### config.mk
export PLATFORM = sky130hd
export DESIGN_NAME = meas_sequencer
export DESIGN_NICKNAME = d
export VERILOG_FILES = /design/src/rtl/raman_pkg.sv /design/src/rtl/meas_sequencer_trig_sync.sv /design/src/rtl/meas_sequencer.sv
export SDC_FILE = /design/constraint.sdc
export NUM_CORES = 1
export LEC_CHECK = 0
export CELL_PAD_IN_SITES_DETAIL_PLACEMENT = 0
export CELL_PAD_IN_SITES_GLOBAL_PLACEMENT = 1
export CORE_ASPECT_RATIO = 1.4
export CORE_MARGIN = 2
export CORE_UTILIZATION = 39
export CTS_BUF_LIST = sky130_fd_sc_hd__clkbuf_4 sky130_fd_sc_hd__clkbuf_8 sky130_fd_sc_hd__clkbuf_16
export CTS_CLUSTER_DIAMETER = 60
export DETAILED_ROUTE_END_ITERATION = 16
export GPL_TIMING_DRIVEN = 0
export PLACE_DENSITY_LB_ADDON = 0.1
export RECOVER_POWER = 100
export SYNTH_ARGS = -nofsm -noshare
export SYNTH_HDL_FRONTEND = slang
export SYNTH_SLANG_ARGS = --single-unit
### constraint.sdc
create_clock -name clk -period 2.3 [get_ports clk]
set_input_delay 0.345 -clock clk [delete_from_list [all_inputs] [get_ports clk]]
set_output_delay 0.345 -clock clk [all_outputs]
set_load 0.01 [all_outputs]
### src/rtl/raman_pkg.sv
// Shared types and width constants for the Raman acquisition timing chain.
package raman_pkg;

  localparam int W_POINT   = 11;
  localparam int W_MEASURE = 17;
  localparam int W_SAVE    = 4;

  typedef enum logic [1:0] {
    IDLE = 2'd0,
    ARM  = 2'd1,
    RUN  = 2'd2,
    SAVE = 2'd3
  } seq_state_t;

  // Modulo increment used for the save counter (last value wraps to zero).
  function automatic logic [W_SAVE-1:0] wrap_inc_save(input logic [W_SAVE-1:0] v,
                                                      input logic [W_SAVE-1:0] last);
    return (v == last) ? '0 : v + 1'b1;
  endfunction

endpackage

### src/rtl/meas_sequencer_trig_sync.sv
// External laser-sync synchroniser: two-flop metastability guard plus a
// registered rising-edge pulse (one clock wide, three clocks after the raw edge).
module trig_sync (
  input  logic clk,
  input  logic rst_n,
  input  logic trig_i,
  output logic rise_o
);

  logic meta_q;
  logic sync_q;
  logic prev_q;
  logic rise_q;

  always_ff @(posedge clk or negedge rst_n) begin
    if (!rst_n) begin
      meta_q <= 1'b0;
      sync_q <= 1'b0;
      prev_q <= 1'b0;
      rise_q <= 1'b0;
    end else begin
      meta_q <= trig_i;
      sync_q <= meta_q;
      prev_q <= sync_q;
      rise_q <= sync_q & ~prev_q;
    end
  end

  assign rise_o = rise_q;

endmodule

### src/rtl/meas_sequencer.sv
// Master timing sequencer: point / measure / save counters, laser and ADC strobes,
// save handshake. Define SEQ_TRIG_EXT_EN to gate every shot on an external trigger.
module meas_sequencer
  import raman_pkg::*;
#(
  parameter int POINTS    = 10,
  parameter int GUARD     = 64,
  parameter int MEASURES  = 100,
  parameter int SAVES     = 16,
  parameter int PULSE_LEN = 4
) (
  input  logic                 clk,
  input  logic                 rst_n,
  input  logic                 start,
  input  logic                 stop,
  input  logic                 save_ack,
`ifdef SEQ_TRIG_EXT_EN
  input  logic                 ext_trig,
`endif
  output logic [W_POINT-1:0]   cnt_point,
  output logic [W_MEASURE-1:0] cnt_measure,
  output logic [W_SAVE-1:0]    cnt_save,
  output logic                 laser_pulse,
  output logic                 adc_valid,
  output logic                 save_req,
  output logic                 busy,
  output logic                 done
);

  localparam logic [W_POINT-1:0]   PT_LAST  = W_POINT'(POINTS + GUARD - 1);
  localparam logic [W_POINT-1:0]   PT_PULSE = W_POINT'(PULSE_LEN);
  localparam logic [W_POINT-1:0]   PT_WIN   = W_POINT'(POINTS);
  localparam logic [W_MEASURE-1:0] MS_LAST  = W_MEASURE'(MEASURES - 1);
  localparam logic [W_SAVE-1:0]    SV_LAST  = W_SAVE'(SAVES - 1);

  logic trig_rise;

`ifdef SEQ_TRIG_EXT_EN
  localparam seq_state_t SHOT_STATE = ARM;

  trig_sync u_trig_sync (
    .clk    (clk),
    .rst_n  (rst_n),
    .trig_i (ext_trig),
    .rise_o (trig_rise)
  );
`else
  localparam seq_state_t SHOT_STATE = RUN;

  // ARM is unreachable here; a constant trigger makes it fall straight into RUN.
  assign trig_rise = 1'b1;
`endif

  seq_state_t             state_q;
  logic [W_POINT-1:0]     cnt_point_q;
  logic [W_MEASURE-1:0]   cnt_measure_q;
  logic [W_SAVE-1:0]      cnt_save_q;
  logic [W_SAVE-1:0]      cnt_save_d;
  logic                   save_req_q;
  logic                   done_q;
  logic                   stop_pending_q;

  assign cnt_save_d = wrap_inc_save(cnt_save_q, SV_LAST);

  always_ff @(posedge clk or negedge rst_n) begin
    if (!rst_n) begin
      state_q        <= IDLE;
      cnt_point_q    <= '0;
      cnt_measure_q  <= '0;
      cnt_save_q     <= '0;
      save_req_q     <= 1'b0;
      done_q         <= 1'b0;
      stop_pending_q <= 1'b0;
    end else begin
      done_q <= 1'b0;
      case (state_q)
        IDLE: begin
          cnt_point_q   <= '0;
          cnt_measure_q <= '0;
          if (start) begin
            state_q <= SHOT_STATE;
          end
        end

        ARM: begin
          if (stop) begin
            stop_pending_q <= 1'b1;
          end
          if (trig_rise) begin
            state_q <= RUN;
          end
        end

        RUN: begin
          if (stop) begin
            stop_pending_q <= 1'b1;
          end
          if (cnt_point_q == PT_LAST) begin
            cnt_point_q <= '0;
            if (cnt_measure_q == MS_LAST) begin
              cnt_measure_q <= '0;
              save_req_q    <= 1'b1;
              state_q       <= SAVE;
            end else begin
              cnt_measure_q <= cnt_measure_q + 1'b1;
              state_q       <= SHOT_STATE;
            end
          end else begin
            cnt_point_q <= cnt_point_q + 1'b1;
          end
        end

        SAVE: begin
          if (save_ack && save_req_q) begin
            cnt_save_q <= cnt_save_d;
            save_req_q <= 1'b0;
            // A stop arriving together with the ack still ends the acquisition.
            if (stop_pending_q || stop) begin
              state_q        <= IDLE;
              done_q         <= 1'b1;
              stop_pending_q <= 1'b0;
            end else begin
              state_q <= SHOT_STATE;
            end
          end else if (stop) begin
            stop_pending_q <= 1'b1;
          end
        end

        default: state_q <= IDLE;
      endcase
    end
  end

  assign cnt_point   = cnt_point_q;
  assign cnt_measure = cnt_measure_q;
  assign cnt_save    = cnt_save_q;
  assign save_req    = save_req_q;
  assign done        = done_q;
  assign busy        = (state_q != IDLE);
  assign laser_pulse = (state_q == RUN) && (cnt_point_q < PT_PULSE);
  assign adc_valid   = (state_q == RUN) && (cnt_point_q < PT_WIN);

endmodule
=== Yosys cells after proc, flatten, opt, wreduce, memory -nomap -nowiden ===
Index checks and enable logic that the tools add are counted.
W data, S select, Z words.

* Bits in registers: 37
* Input port bits: 5
* Output and inout port bits: 37
* Latch bits: 0
* Bits in writable memories: 0
* Bits in read-only memories: 0
* Memories: 0

* $lt $le $gt $ge: 2
* Divide/modulo/power cells: 0
* Eq/ne operators: 11
* Shift-type cells: 0
* Add/sub/neg operators: 3
* Reduce and logical (&&, ||, !) cells: 15
* Bitwise operators: 0
* Mux-type cells: 23
* Multiply operators: 0

{| class="wikitable"
|+ Operators by type and width
! kind !! count
|-
| $mux W17 || 2
|-
| $pmux W17 S2 || 1
|-
| $pmux W11 S2 || 1
|-
| $add A17 B1 Y17 const B || 1
|-
| $eq A17 B7 Y1 const B || 1
|-
| $add A11 B1 Y11 const B || 1
|-
| $eq A11 B7 Y1 const B || 1
|-
| $lt A11 B3 Y1 const B || 1
|-
| $lt A11 B4 Y1 const B || 1
|-
| $mux W11 || 1
|-
| $mux W1 || 10
|-
| $mux W2 || 4
|-
| $ne A2 B2 Y1 const B || 4
|-
| $pmux W2 S4 || 1
|-
| $reduce_bool A2 Y1 || 4
|-
| $reduce_and A2 Y1 || 3
|-
| $add A4 B1 Y4 const B || 1
|-
| $eq A2 B2 Y1 const B || 2
|-
| $eq A4 B4 Y1 const B || 1
|-
| $mux W4 || 1
|-
| $pmux W1 S2 || 2
|-
| $reduce_and A4 Y1 || 1
|-
| $logic_and A1 B1 Y1 || 3
|-
| $ne A3 B3 Y1 const B || 1
|-
| other kinds (5) || 5
|}

=== Longest topological paths before layout ===
* Depth after elaboration: 4
* Gate-level depth with buffers: 8
* Gate-level depth less buffers: 6

=== Worst setup path before layout ===
No wires, ideal clock.

* Kind: register to register
* Start: register cnt_point_q[8], in the netlist cnt_point[8]
* End: register cnt_measure_q[13], in the netlist cnt_measure[13]
* Stages on the path, launching flop included: 6
* Setup slack: 403 ps
* Data arrival time: 1757 ps
* Clock period less this slack: 1897 ps
* Path buffers: 1
* Data required time: 2160 ps
* Library setup time: 140 ps
* Path through: dfrtp_1 > nor4_4 > nand4_1 > buf_2 > o41ai_2 > o211ai_1

* Word-level cells in the longest chain between the ends: 3

{| class="wikitable"
|+ RTL lines
! what !! line !! RTL
|-
| start, declared || meas_sequencer.sv:55 || <nowiki>logic [W_POINT-1:0] cnt_point_q;</nowiki>
|-
| start signal, assigned || meas_sequencer.sv:109 || <nowiki>cnt_point_q <= cnt_point_q + 1'b1;</nowiki>
|-
| $eq A11 B7 Y1 || meas_sequencer.sv:98 || <nowiki>if (cnt_point_q == PT_LAST) begin</nowiki>
|-
| $ne A2 B2 Y1 (no line) || -- ||
|-
| $reduce_and A2 Y1 (no line) || -- ||
|-
| end signal, assigned || meas_sequencer.sv:105 || <nowiki>cnt_measure_q <= cnt_measure_q + 1'b1;</nowiki>
|-
| end, declared || meas_sequencer.sv:56 || <nowiki>logic [W_MEASURE-1:0] cnt_measure_q;</nowiki>
|}

No other way between the ends.
A chain may end at the register's enable or synchronous reset.

=== Worst setup path in the final report ===
* Start: register state_q[0]
* End: output laser_pulse

* Word-level cells in the longest chain between the ends: 2

{| class="wikitable"
|+ RTL lines
! what !! line !! RTL
|-
| start, declared || meas_sequencer.sv:54 || <nowiki>seq_state_t state_q;</nowiki>
|-
| start signal, assigned || meas_sequencer.sv:67 || <nowiki>state_q <= IDLE;</nowiki>
|-
| start signal, assigned || meas_sequencer.sv:81 || <nowiki>state_q <= SHOT_STATE;</nowiki>
|-
| start signal, assigned || meas_sequencer.sv:90 || <nowiki>state_q <= RUN;</nowiki>
|-
| $eq A2 B2 Y1 || meas_sequencer.sv:141 || <nowiki>assign laser_pulse = (state_q == RUN) && (cnt_point_q < PT_PULSE);</nowiki>
|-
| $logic_and A1 B1 Y1 || meas_sequencer.sv:141 ||
|-
| end, declared || meas_sequencer.sv:23 || <nowiki>output logic laser_pulse,</nowiki>
|}

No other way between the ends.

==> flow_summary_export.csv <==
group,metric,value,unit
sta,setup_violations,0,
synthesis,ys_types,54,
synthesis,synth-seq-area-share,0.405,
drt,drt_wl_total,6.20,mm
worst_setup_path,worst_ep_arrival_time,1.84,ns
power_and_ir_drop,total_power,0.00269,W
global_routing,grt_pass1_wl,10.2,mm
sta,tightestPinTransition,2.09,ns
layout,drive_gt1_frac,0.0968,
worst_setup_path,end_kind,"output pin",
die,die_x,68.7,µm
place,gp_congestion,0.799,
synthesis,synth.cell_area,2290,µm²
clock_tree,htreeDepth,2,
sta,period_needed,2.18,ns
worst_setup_path,cp_max_fo,10,
synthesis,yosysMostFrequentCell,"nand2_1",
sta,max_freq,0.458,GHz
place,pre_cts_slack,-0.247,ns
synthesis,synth.area.top_cells,"dfrtp_1, nand2_1, o21ai_0",
power_and_ir_drop,powerDensity,919,nW/µm²
global_routing,antenna_found_initial,0,
worst_setup_path,timing.critical_path.from,"state_q[0]",
die,core,5780,µm²
synthesis,synth_area_leader_cell,"dfrtp_1",
worst_setup_path,required,1.96,ns
drt,ant_nets,0,
place,dp_cells,371,
synthesis,synth_edf_count,0,
outcome,status,"complete, but fails checks",
global_routing,grt_usage,0.206,
hold_path,holdCritStartpoint,"stop_pending_q",
synthesis,syn-instance-count,260,
outcome,violations,"capacitance limit, slew limit",
clock_tree,cts_tree,"yes",
layout,design_area,2920,µm²
sta,fin_crit_sh,0.950,
clock_tree,clock_latency,0.30,ns
clock_tree,clock_sinks,37,
sta,layout_setup_ws,0.115,ns
die,row_count,33,
layout,diodes,0,
clock_tree,cts.clk_slew.worst_paths,0.07,ns
die,die-area,6500,µm²
synthesis,synth_nets,272,
sta,fin_skew,0.00500,ns
power_and_ir_drop,p_leak,1.27,nW
layout,finalNetCount,321,
die,die_y,94.6,µm
worst_setup_path,worstSetupPathType,"reg -> out",
clock_tree,cts_buffer_depth,2,
synthesis,yosysWarnings,0,
power_and_ir_drop,ir_drop,0.000565,V
drt,drc,0,
sta,finalHoldViolCount,0,
layout,area_growth_syn_to_layout,27.8,%
clock_tree,cts_buffers,5,
layout,fin_cells,380,
worst_setup_path,r2r_start,"cnt_point[1]",
global_routing,grt_pass1_vias,2057,
sta,grt_setup_unrepaired,"no",
synthesis,netlist.area_leader.share,0.405,
place,place_hpwl,4.42,mm
hold_path,min_path_type,"reg -> reg",
drt,post_drt_wl_per_cell,16.3,µm
die,io_pins,42,
global_routing,grt_max_degree,38,
sta,maxSlewViolCount,38,
sta,max_slew_margin,-0.392,
drt,vias,2216,
synthesis,synth-seq-cells,37,
global_routing,overflow,0,
synthesis,synth.top_cells.by_count,"nand2_1, dfrtp_1, o21ai_0, nand3_1, nor2_1",
synthesis,synth_ff_type,"dfrtp_1",
clock_tree,root_buffer,"clkbuf_8",
flow_run,cap_violations,1,
drt,vias_per_cell,5.83,
drt,first_pass_iters,4,
synthesis,synthArstFlopShare,1.00,
drt,drtIter0Drc,138,
worst_setup_path,setup.worst_path.start_class,"flip-flop",
place,place_area,2780,µm²
synthesis,syn-mean-instance-area,8.79,µm²
die,start_util,0.395,
place,portBuffers,41,
## layout make-up
class	count	area, µm²
Buffer	10	53.8
Clock buffer	7	96.3
Clock inverter	1	5.00
Fill cell	604	2860
Inverter	9	33.8
Multi-Input combinational cell	204	1310
Sequential cell	37	926
Tap cell	70	87.6
Timing Repair Buffer	42	409
## critical path: stages, from the launching register on
cell	delay, ns
dfrtp_1	0.40
inv_1	0.15
ha_4	0.20
clkbuf_8	0.18
nand3_1	0.10
nor4_1	0.21
dlygate4sd2_1	0.30
## sequential cells by signal (all words and copies together), names as in the netlist
| signal | count |
|---|---|
| cnt_save | 4 |
| cnt_point | 11 |
| save_req | 1 |
| state_q | 2 |
| stop_pending_q | 1 |
| done | 1 |
| cnt_measure | 17 |
## worst paths after layout
path	to	slack, ns	depth (start not counted)
max reg2reg	cnt_measure[13]	0.17	8
max	laser_pulse	0.12	6
min in group asynchronous	cnt_measure[4]	0.64	1
max in group asynchronous	state_q[1]	0.46	1
min reg2reg	done	0.52	1
min	done	0.52	1
## cell usage in the layout, fill, tap and decap left out, types with 3 or more instances in the layout
master and instances:
clkbuf_1 5, dlygate4sd3_1 35, and3_1 4, a21oi_1 13
o21ai_0 21, clkdlybuf4s50_1 3, clkbuf_8 8, nand4_1 10
a31oi_1 6, nor2_1 14, ha_1 6, and2_1 3
nor4_1 6, nand2_1 38, or3_1 4, nand3_1 17
nand2b_1 3, inv_1 8, o211ai_1 6, dfrtp_1 37
buf_2 4, and4_1 4, or4_1 5
## through the flow
step	hold slack, ns	setup TNS, ns	util
floorplan	0.0494	0	-
global placement	0.500	-5.04	0.482
detailed placement	0.499	-0.455	0.481
CTS	0.201	0	0.504
global route	0.550	0	0.505
finish	0.516	0	0.505
## kinds of logic (layout without fill, tap and decap cells)
kind of cell	Yosys count	count (layout)	share of synthesized area
compound gates	70	70	0.204
xor+xnor	1	1	0.00383
fa+ha+maj	7	7	0.0383
buf+inv	19	69	0.0339
flops	37	37	0.405
mux	2	2	0.00985
simple gates	124	124	0.305
## metal layers
metal	wire length, µm	GRT usage	vias to the layer above	part of all wire
met1	2590	0.252	1070	0.42
met2	3300	0.359	50	0.53
met3	204	0.0322	9	0.033
li1	-	-	1087	-
met5	0	0	-	0
met4	112	0.0703	0	0.018
## power breakdown
group          total (W)  leakage, nW  internal, W  switching (W)
combinational    0.00124        0.732     0.000523       0.000722
clock           0.000516       0.0542     0.000271       0.000245
sequential      0.000924        0.487     0.000764       0.000160
## timing repair
action                     in CTS  in global routing
setup endpoints to repair       3                  2
hold buffers                    0                  0
resized for setup               9                  1
pin swaps                       1                  0
gates cloned                    0                  0
buffers inserted                1                  0
(Power assumes the default switching activity.)
